`src/rtl/conv_mac_tree.sv`:
```
// conv_mac_tree
//   Fully pipelined signed multiply-add tree for one convolution window.
//   It multiplies NUM_TAPS pixels by NUM_TAPS kernel coefficients and sums
//   the products in a registered binary adder tree. The final stage then
//   adds an optional bias, applies a rounding right shift and saturates the
//   result to OUT_W bits. All stages advance together under one enable:
//   adv = !out_valid || out_ready.
//
//   Optional feature macro: CONV_BIAS_EN
//     When it is defined, a per-window signed bias port exists. The bias
//     travels down the pipeline with its window and is added before
//     rounding and saturation.
//
// Ports
//   clock      rising-edge clock
//   reset      synchronous, active-high reset
//   in_valid   window data valid
//   in_ready   a window is accepted this cycle (equals adv)
//   in_data    NUM_TAPS signed pixels, tap i at [DATA_W*(i+1)-1 : DATA_W*i]
//   kernel     NUM_TAPS signed coefficients, packed the same way
//   bias       signed bias, OUT_W+OUT_SHIFT bits (CONV_BIAS_EN only)
//   out_valid  result valid
//   out_ready  downstream accepts the result
//   out_data   signed result, forced to 0 while out_valid is low
//   out_sat    result was clipped, qualified by out_valid

module conv_mac_tree #(
  parameter int NUM_TAPS  = 9,
  parameter int DATA_W    = 8,
  parameter int COEF_W    = 8,
  parameter int OUT_W     = 16,
  parameter int OUT_SHIFT = 0
) (
  input  logic                           clock,
  input  logic                           reset,
  input  logic                           in_valid,
  output logic                           in_ready,
  input  logic [NUM_TAPS*DATA_W-1:0]     in_data,
  input  logic [NUM_TAPS*COEF_W-1:0]     kernel,
`ifdef CONV_BIAS_EN
  input  logic signed [OUT_W+OUT_SHIFT-1:0] bias,
`endif
  output logic                           out_valid,
  input  logic                           out_ready,
  output logic signed [OUT_W-1:0]        out_data,
  output logic                           out_sat
);

  localparam int LEVELS = (NUM_TAPS > 1) ? $clog2(NUM_TAPS) : 0;
  localparam int LEAVES = 1 << LEVELS;
  localparam int PROD_W = DATA_W + COEF_W;
  localparam int SUM_W  = PROD_W + LEVELS;
`ifdef CONV_BIAS_EN
  localparam int BIAS_W = OUT_W + OUT_SHIFT;
  localparam int ACC_W  = ((SUM_W > BIAS_W) ? SUM_W : BIAS_W) + 1;
`else
  localparam int ACC_W  = SUM_W;
`endif
  // One spare bit lets the rounding constant be added without overflow,
  // even when OUT_SHIFT is wide compared with the sum.
  localparam int RND_W  = ((ACC_W > OUT_SHIFT + 1) ? ACC_W : OUT_SHIFT + 1) + 1;
  // The clip comparison is done wide enough to hold the result and both
  // OUT_W limits, so narrow sums never wrap against the constants.
  localparam int CMP_W  = ((RND_W > OUT_W) ? RND_W : OUT_W) + 1;

  localparam logic signed [RND_W-1:0] RND_HALF =
    (OUT_SHIFT > 0) ? (RND_W'(1) <<< ((OUT_SHIFT > 0) ? OUT_SHIFT - 1 : 0)) : '0;
  localparam logic signed [CMP_W-1:0] MAX_C = (CMP_W'(1) <<< (OUT_W - 1)) - CMP_W'(1);
  localparam logic signed [CMP_W-1:0] MIN_C = -(CMP_W'(1) <<< (OUT_W - 1));

  logic                    adv;
  logic [LEVELS:0]         vld;
  // tree[0] holds the products. tree[l] holds the sums of adder level l.
  // Every node is stored at SUM_W. Upper bits that never toggle are
  // trimmed by synthesis.
  logic signed [SUM_W-1:0] tree [0:LEVELS][0:LEAVES-1];
  logic signed [SUM_W-1:0] prod [0:LEAVES-1];
`ifdef CONV_BIAS_EN
  logic signed [BIAS_W-1:0] bias_pipe [0:LEVELS];
`endif
  logic signed [RND_W-1:0] acc;
  logic signed [RND_W-1:0] rnd;
  logic signed [RND_W-1:0] shifted;
  logic signed [CMP_W-1:0] wide;
  logic signed [OUT_W-1:0] nxt_data;
  logic                    nxt_sat;

  assign adv      = !out_valid || out_ready;
  assign in_ready = adv;

  // Products are padded with zero leaves up to a power of two. An odd node
  // is then added to zero, which passes it through a level unchanged.
  always_comb begin
    for (int i = 0; i < LEAVES; i++) begin
      prod[i] = '0;
    end
    for (int i = 0; i < NUM_TAPS; i++) begin
      prod[i] = SUM_W'(PROD_W'($signed(in_data[i*DATA_W +: DATA_W])) *
                       PROD_W'($signed(kernel[i*COEF_W +: COEF_W])));
    end
  end

  // Output stage: bias, round half toward +inf with an arithmetic shift,
  // then clip to the signed OUT_W range.
  always_comb begin
`ifdef CONV_BIAS_EN
    acc = RND_W'(tree[LEVELS][0]) + RND_W'(bias_pipe[LEVELS]);
`else
    acc = RND_W'(tree[LEVELS][0]);
`endif
    rnd      = acc + RND_HALF;
    shifted  = rnd >>> OUT_SHIFT;
    wide     = CMP_W'(shifted);
    nxt_sat  = 1'b0;
    nxt_data = OUT_W'(wide);
    if (wide > MAX_C) begin
      nxt_data = OUT_W'(MAX_C);
      nxt_sat  = 1'b1;
    end else if (wide < MIN_C) begin
      nxt_data = OUT_W'(MIN_C);
      nxt_sat  = 1'b1;
    end
  end

  // The whole pipeline moves in lockstep under adv. A stall freezes every
  // stage, including the output registers, so held results stay stable.
  always_ff @(posedge clock) begin
    if (reset) begin
      vld <= '0;
      for (int l = 0; l <= LEVELS; l++) begin
        for (int j = 0; j < LEAVES; j++) begin
          tree[l][j] <= '0;
        end
`ifdef CONV_BIAS_EN
        bias_pipe[l] <= '0;
`endif
      end
      out_valid <= 1'b0;
      out_data  <= '0;
      out_sat   <= 1'b0;
    end else if (adv) begin
      vld[0] <= in_valid;
      if (in_valid) begin
        for (int i = 0; i < LEAVES; i++) begin
          tree[0][i] <= prod[i];
        end
`ifdef CONV_BIAS_EN
        bias_pipe[0] <= bias;
`endif
      end
      for (int l = 1; l <= LEVELS; l++) begin
        vld[l] <= vld[l-1];
`ifdef CONV_BIAS_EN
        bias_pipe[l] <= bias_pipe[l-1];
`endif
        for (int j = 0; j < LEAVES; j++) begin
          if (j < (LEAVES >> l)) begin
            tree[l][j] <= tree[l-1][(2*j < LEAVES) ? 2*j : 0] +
                          tree[l-1][(2*j+1 < LEAVES) ? 2*j+1 : 0];
          end else begin
            tree[l][j] <= '0;
          end
        end
      end
      out_valid <= vld[LEVELS];
      out_data  <= vld[LEVELS] ? nxt_data : '0;
      out_sat   <= vld[LEVELS] && nxt_sat;
    end
  end

endmodule

```
`config.mk`:
```
export PLATFORM = sky130hd
export DESIGN_NAME = conv_mac_tree
export DESIGN_NICKNAME = d
export VERILOG_FILES = /design/src/rtl/conv_mac_tree.sv
export SDC_FILE = /design/constraint.sdc
export NUM_CORES = 2
export LEC_CHECK = 0
export ABC_AREA = 1
export CORE_MARGIN = 2
export CORE_UTILIZATION = 65
export DETAILED_ROUTE_END_ITERATION = 8
export DONT_BUFFER_PORTS = 1
export HOLD_SLACK_MARGIN = 0.15
export PLACE_DENSITY = 0.81
export SLEW_MARGIN = 10
export SYNTH_ARGS = -nofsm -noshare
export SYNTH_HDL_FRONTEND = slang
export SYNTH_SLANG_ARGS = --single-unit
```
`constraint.sdc`:
```
create_clock -name clock -period 12.4 [get_ports clock]
set_input_delay 1.24 -clock clock [delete_from_list [all_inputs] [get_ports clock]]
set_output_delay 1.24 -clock clock [all_outputs]
set_load 0.02 [all_outputs]
```
## Word-level counts from Yosys, hierarchy flattened

Memories as Yosys holds them, arrays and structs flattened.
Index checks and enable logic that the tools add are counted.

| cells by class | value |
|---|---|
| add/subtract/negate cells | 15 |
| bitwise operators | 45 |
| muxes and demuxes | 59 |
| magnitude comparators | 2 |
| reductions and logical operators | 3 |
| multiply operators | 9 |

Operators by type and width:

| operator | number |
|---|---|
| $mux 20 | 45 |
| $add 20x20->20 | 11 |
| $mul 8x8->16 | 9 |
| $add 20x20->20 const AB | 3 |
| $mux 16 | 3 |
| $or 1x1->1 | 45 |
| $add 20x20->20 const B | 1 |
| $gt 20x16->1 const B | 1 |
| $lt 20x16->1 const B | 1 |
| $mux 1 | 11 |
| $logic_and 1x1->1 | 1 |
| $logic_not 1->1 | 1 |
| $logic_or 1x1->1 | 1 |

| word-level totals | value |
|---|---|
| output and inout bits | 19 |
| flip-flop bits (word level) | 23 |
| memories | 1 |
| logic and storage cells | 138 |
| memory bits (writable) | 900 |
| input bits | 148 |

Memories:

| memory | depth | bits a word | read ports | clocked after Yosys merged registers in | wr ports | line | source |
|---|---|---|---|---|---|---|---|
| tree | 5 | 180 | 5 | 0 | 5 | 76 | `logic signed [SUM_W-1:0] tree [0:LEVELS][0:LEAVES-1];` |

## Logic depth before layout (Yosys ltp)

| depth | value |
|---|---|
| word-level depth | 6 |
| gate-level depth with buffers | 22 |

## Worst setup path after synthesis

OpenSTA, ideal clock, no wires.

| timing path | value |
|---|---|
| kind | in2reg |
| from | input in_valid |
| to | memory tree[0][0] in the netlist's numbering, enable pin |
| cell stages on the path | 2 |
| path buffers | 0 |
| library setup time | 0.677 ns |
| required time | 11.723 ns |
| arrival time | 7.942 ns |
| setup slack | 3.781 ns |
| cells stage by stage | inv_1 -> o21bai_1 |

RTL lines:

| item | line | source |
|---|---|---|
| start, declared | 36 | `input logic in_valid,` |
| end, declared | 76 |  |

==> flow_summary.yaml <==
logic_synthesis:
  synth.most_common_cell: "inv_1"
  synth_edf_count: 352
  synth_cells: 5972
  synthArstFlopShare_pct: 0
  yosysUniqueCellTypes: 43
  synth-seq-area-share_pct: 24.3
  synth_area_leader_cell: "edfxtp_1"
  synth_seq_cells: 375
  synth_flop_cell: "edfxtp_1"
  synth_nets: 7024
  synth.area.top_cells: "edfxtp_1, fa_1, inv_1"
  netlist_top_cells_count: "inv_1, nand2_1, nor2_1"
  syn_area_per_cell_sq_um: 7.61
  syn_area_sq_um: 45400
  yosysWarnings: 0
  synth_top_area_share_pct: 23.3
worst_setup_path:
  cp_max_fo: 9
  critical_path.top_delay_family: "adder cells"
  path_buf_inv: 4
  reg2reg_depth: 10
  critical_path_cell_count: 15
  cp-start-kind: "primary input"
  path_cells: "clkinv_1 -> or2_2 -> fa_1 -> inv_1 -> fa_1 -> fa_1 -> inv_1 -> fa_1 -> inv_1 -> ha_1 -> a21oi_1 -> a21boi_0 -> o21bai_1 -> nor2_1 -> nor2_1"
  startpoint: "kernel[7]"
  critical_path_class: "in2reg"
  r2r-start: "out_valid"
  worstPathArrival_ns: 4.92
  slowest_delay_ns: 0.49
  end_kind: "flip-flop"
  crit_required_ns: 12.70
  critical_path.slowest_cell: "fa_1"
  path_common_cell: "fa_1"
clock_network:
  cts_max_path_buffers: 3
  cts_root_buf: "clkbuf_16"
  clock-sinks: 375
  cts_resized: 0
  h-tree-depth: 2
  holdBufCountCts: 0
  insertion_delay_ns: 0.55
  post_cts_buffers: 0
  clkSlewWorstSetupHoldPaths_ns: 0.06
  cts_inserted_buffers: 40
  cts_tree: "built"
route:
  drc: 0
  first_iter_violations: 2505
  via_per_inst: 5.25
  drt_pass1_iterations: 6
  detail_route.wl_per_cell_microns: 14.4
  ant_nets: 0
  vias: 35742
  drt_wl_total_mm: 98.1
pwr:
  vdd.ir_drop.worst_mv: 0.110
  p_total_mw: 8.60
  pwr_density_cell_nw_per_um2: 182
  leakagePower_nw: 26.9
floorplan:
  num_rows: 96
  start_util_pct: 65.9
  io_pins: 167
  fp.dieW_microns: 268
  die_h_microns: 268
  core-area_sq_um: 68900
  die_area_sq_um: 72000
finish:
  finish.net_count: 6897
  area_growth_pct: 4.05
  diodes: 0
  drive_gt1_share_pct: 1.62
global_routing:
  overflow: 0
  antenna_found_initial: 1
  grt_max_degree: 150
  grt_pass1_wl_mm: 166
  grtUsageTotal_pct: 28.5
  grt_pass1_vias: 35425
sta:
  slew_viol_final: 0
  skew_ns: 0.0184
  slew_headroom_pct: 32.1
  tns_ns: 0
  rsz0062_at_grt: "false"
  finalHoldViolCount: 0
  setup_slack_ns: 7.78
  max_slew.worst_pin.slew_ns: 1.02
  min_period_ns: 4.62
  setup_violations: 0
  period_share_pct: 37.3
  fmax_mhz: 216
run_status:
  status: "finished clean"
hold_path:
  hold_class: "reg2reg"
  hold_path_depth: 2
  hold_start: "vld[1]"
place:
  dpl.hpwl_mm: 80.1
  gp_congestion: 1.02
  dp_slack_ns: 7.24
  portBuffers: 0
run:
  drv_cap: 0
-- state kept, by name, indices dropped and copies added (netlist names) --
signal     cells
out_data      16
tree         352
out_sat        1
vld            5
out_valid      1
-- routing by layer --
layer  global-route usage [%]  routed length (microns)
met1                     36.8                    40900
met2                     50.4                    48400
met5                        0                        9
met3                     2.97                     5280
met4                     9.46                     3490
-- final timing paths --
path,end,slack (ns)
min,vld[1],0.48
min reg2reg,vld[1],0.48
max reg2reg,tree[0][151],8.32
max,tree[0][171],7.78
-- worst register-to-register path: cells and delay by family, from the launching register on --
kind	cells	cell delay, ns
compound gates	2	0.43
buf+inv	5	2.22
flops	1	0.37
simple gates	3	0.92
-- power by group --
group          switching (mW)  leakage [nW]  total [mW]  internal, mW
clock network           0.507         0.638        1.22         0.713
logic                    3.38          22.0        5.34          1.96
registers               0.206          4.24        2.04          1.84
-- logic make-up (layout without fill, tap and decap cells) --
logic type	after synthesis	in the layout	synth area share (%)
adder cells (fa/ha/maj)	904	904	33.2
buffers and inverters	1736	1639	14.5
flip-flops	375	375	24.3
AND/OR/NAND/NOR	2312	2312	20.0
AO/OA/AOI/OAI	604	604	7.24
XOR/XNOR	41	41	0.790
-- final cells by class --
| type | count | area, sq um |
|---|---|---|
| clock buffers | 45 | 1040 |
| clock inverters | 27 | 285 |
| fillers | 5745 | 21700 |
| inverters | 1560 | 5860 |
| multi-input cells | 3861 | 27800 |
| flip-flops and latches | 375 | 11000 |
| well taps | 931 | 1160 |
| repair buffers | 7 | 52.6 |
-- stage by stage --
step                hold slack [ns]  utilization [%]  instances  area, sq um
floorplan                     0.440                -       5972        45400
global placement              0.455             66.7       6734        46000
detailed placement            0.468             66.7       6734        46000
CTS                           0.479             68.6       6806        47300
global route                  0.515             68.6       6806        47300
finish                        0.475             68.6       6806        47300
-- layout by cell type, fill, tap and decap left out, types with 3 or more instances in the layout --
master | Yosys | routed
a21oi_1 | 331 | 331
inv_6 | 0 | 3
dfxtp_1 | 23 | 23
inv_1 | 1556 | 1555
o22ai_1 | 4 | 4
a21boi_0 | 6 | 6
clkinv_2 | 0 | 8
o21a_1 | 36 | 36
nor4_1 | 4 | 4
xnor2_1 | 27 | 27
ha_1 | 401 | 401
and2_1 | 8 | 8
nor3_1 | 7 | 7
nand2_1 | 1476 | 1476
nand3_1 | 166 | 166
o21ai_1 | 29 | 29
clkbuf_16 | 0 | 41
or2_2 | 13 | 13
o21bai_1 | 17 | 16
clkbuf_1 | 140 | 4
clkinvlp_4 | 0 | 5
o211a_1 | 4 | 4
buf_4 | 8 | 7
nand3b_1 | 7 | 7
fa_1 | 503 | 503
a31oi_1 | 4 | 4
o21ai_0 | 142 | 142
and3_1 | 3 | 3
nand4_1 | 28 | 28
edfxtp_1 | 352 | 352
clkinv_1 | 2 | 7
nor2_1 | 590 | 590
xor2_1 | 14 | 14
a21o_1 | 20 | 20
nor2_2 | 3 | 3
bufinv_16 | 0 | 5
o211ai_1 | 4 | 4
Note: power is estimated with default switching activity, not from simulation.
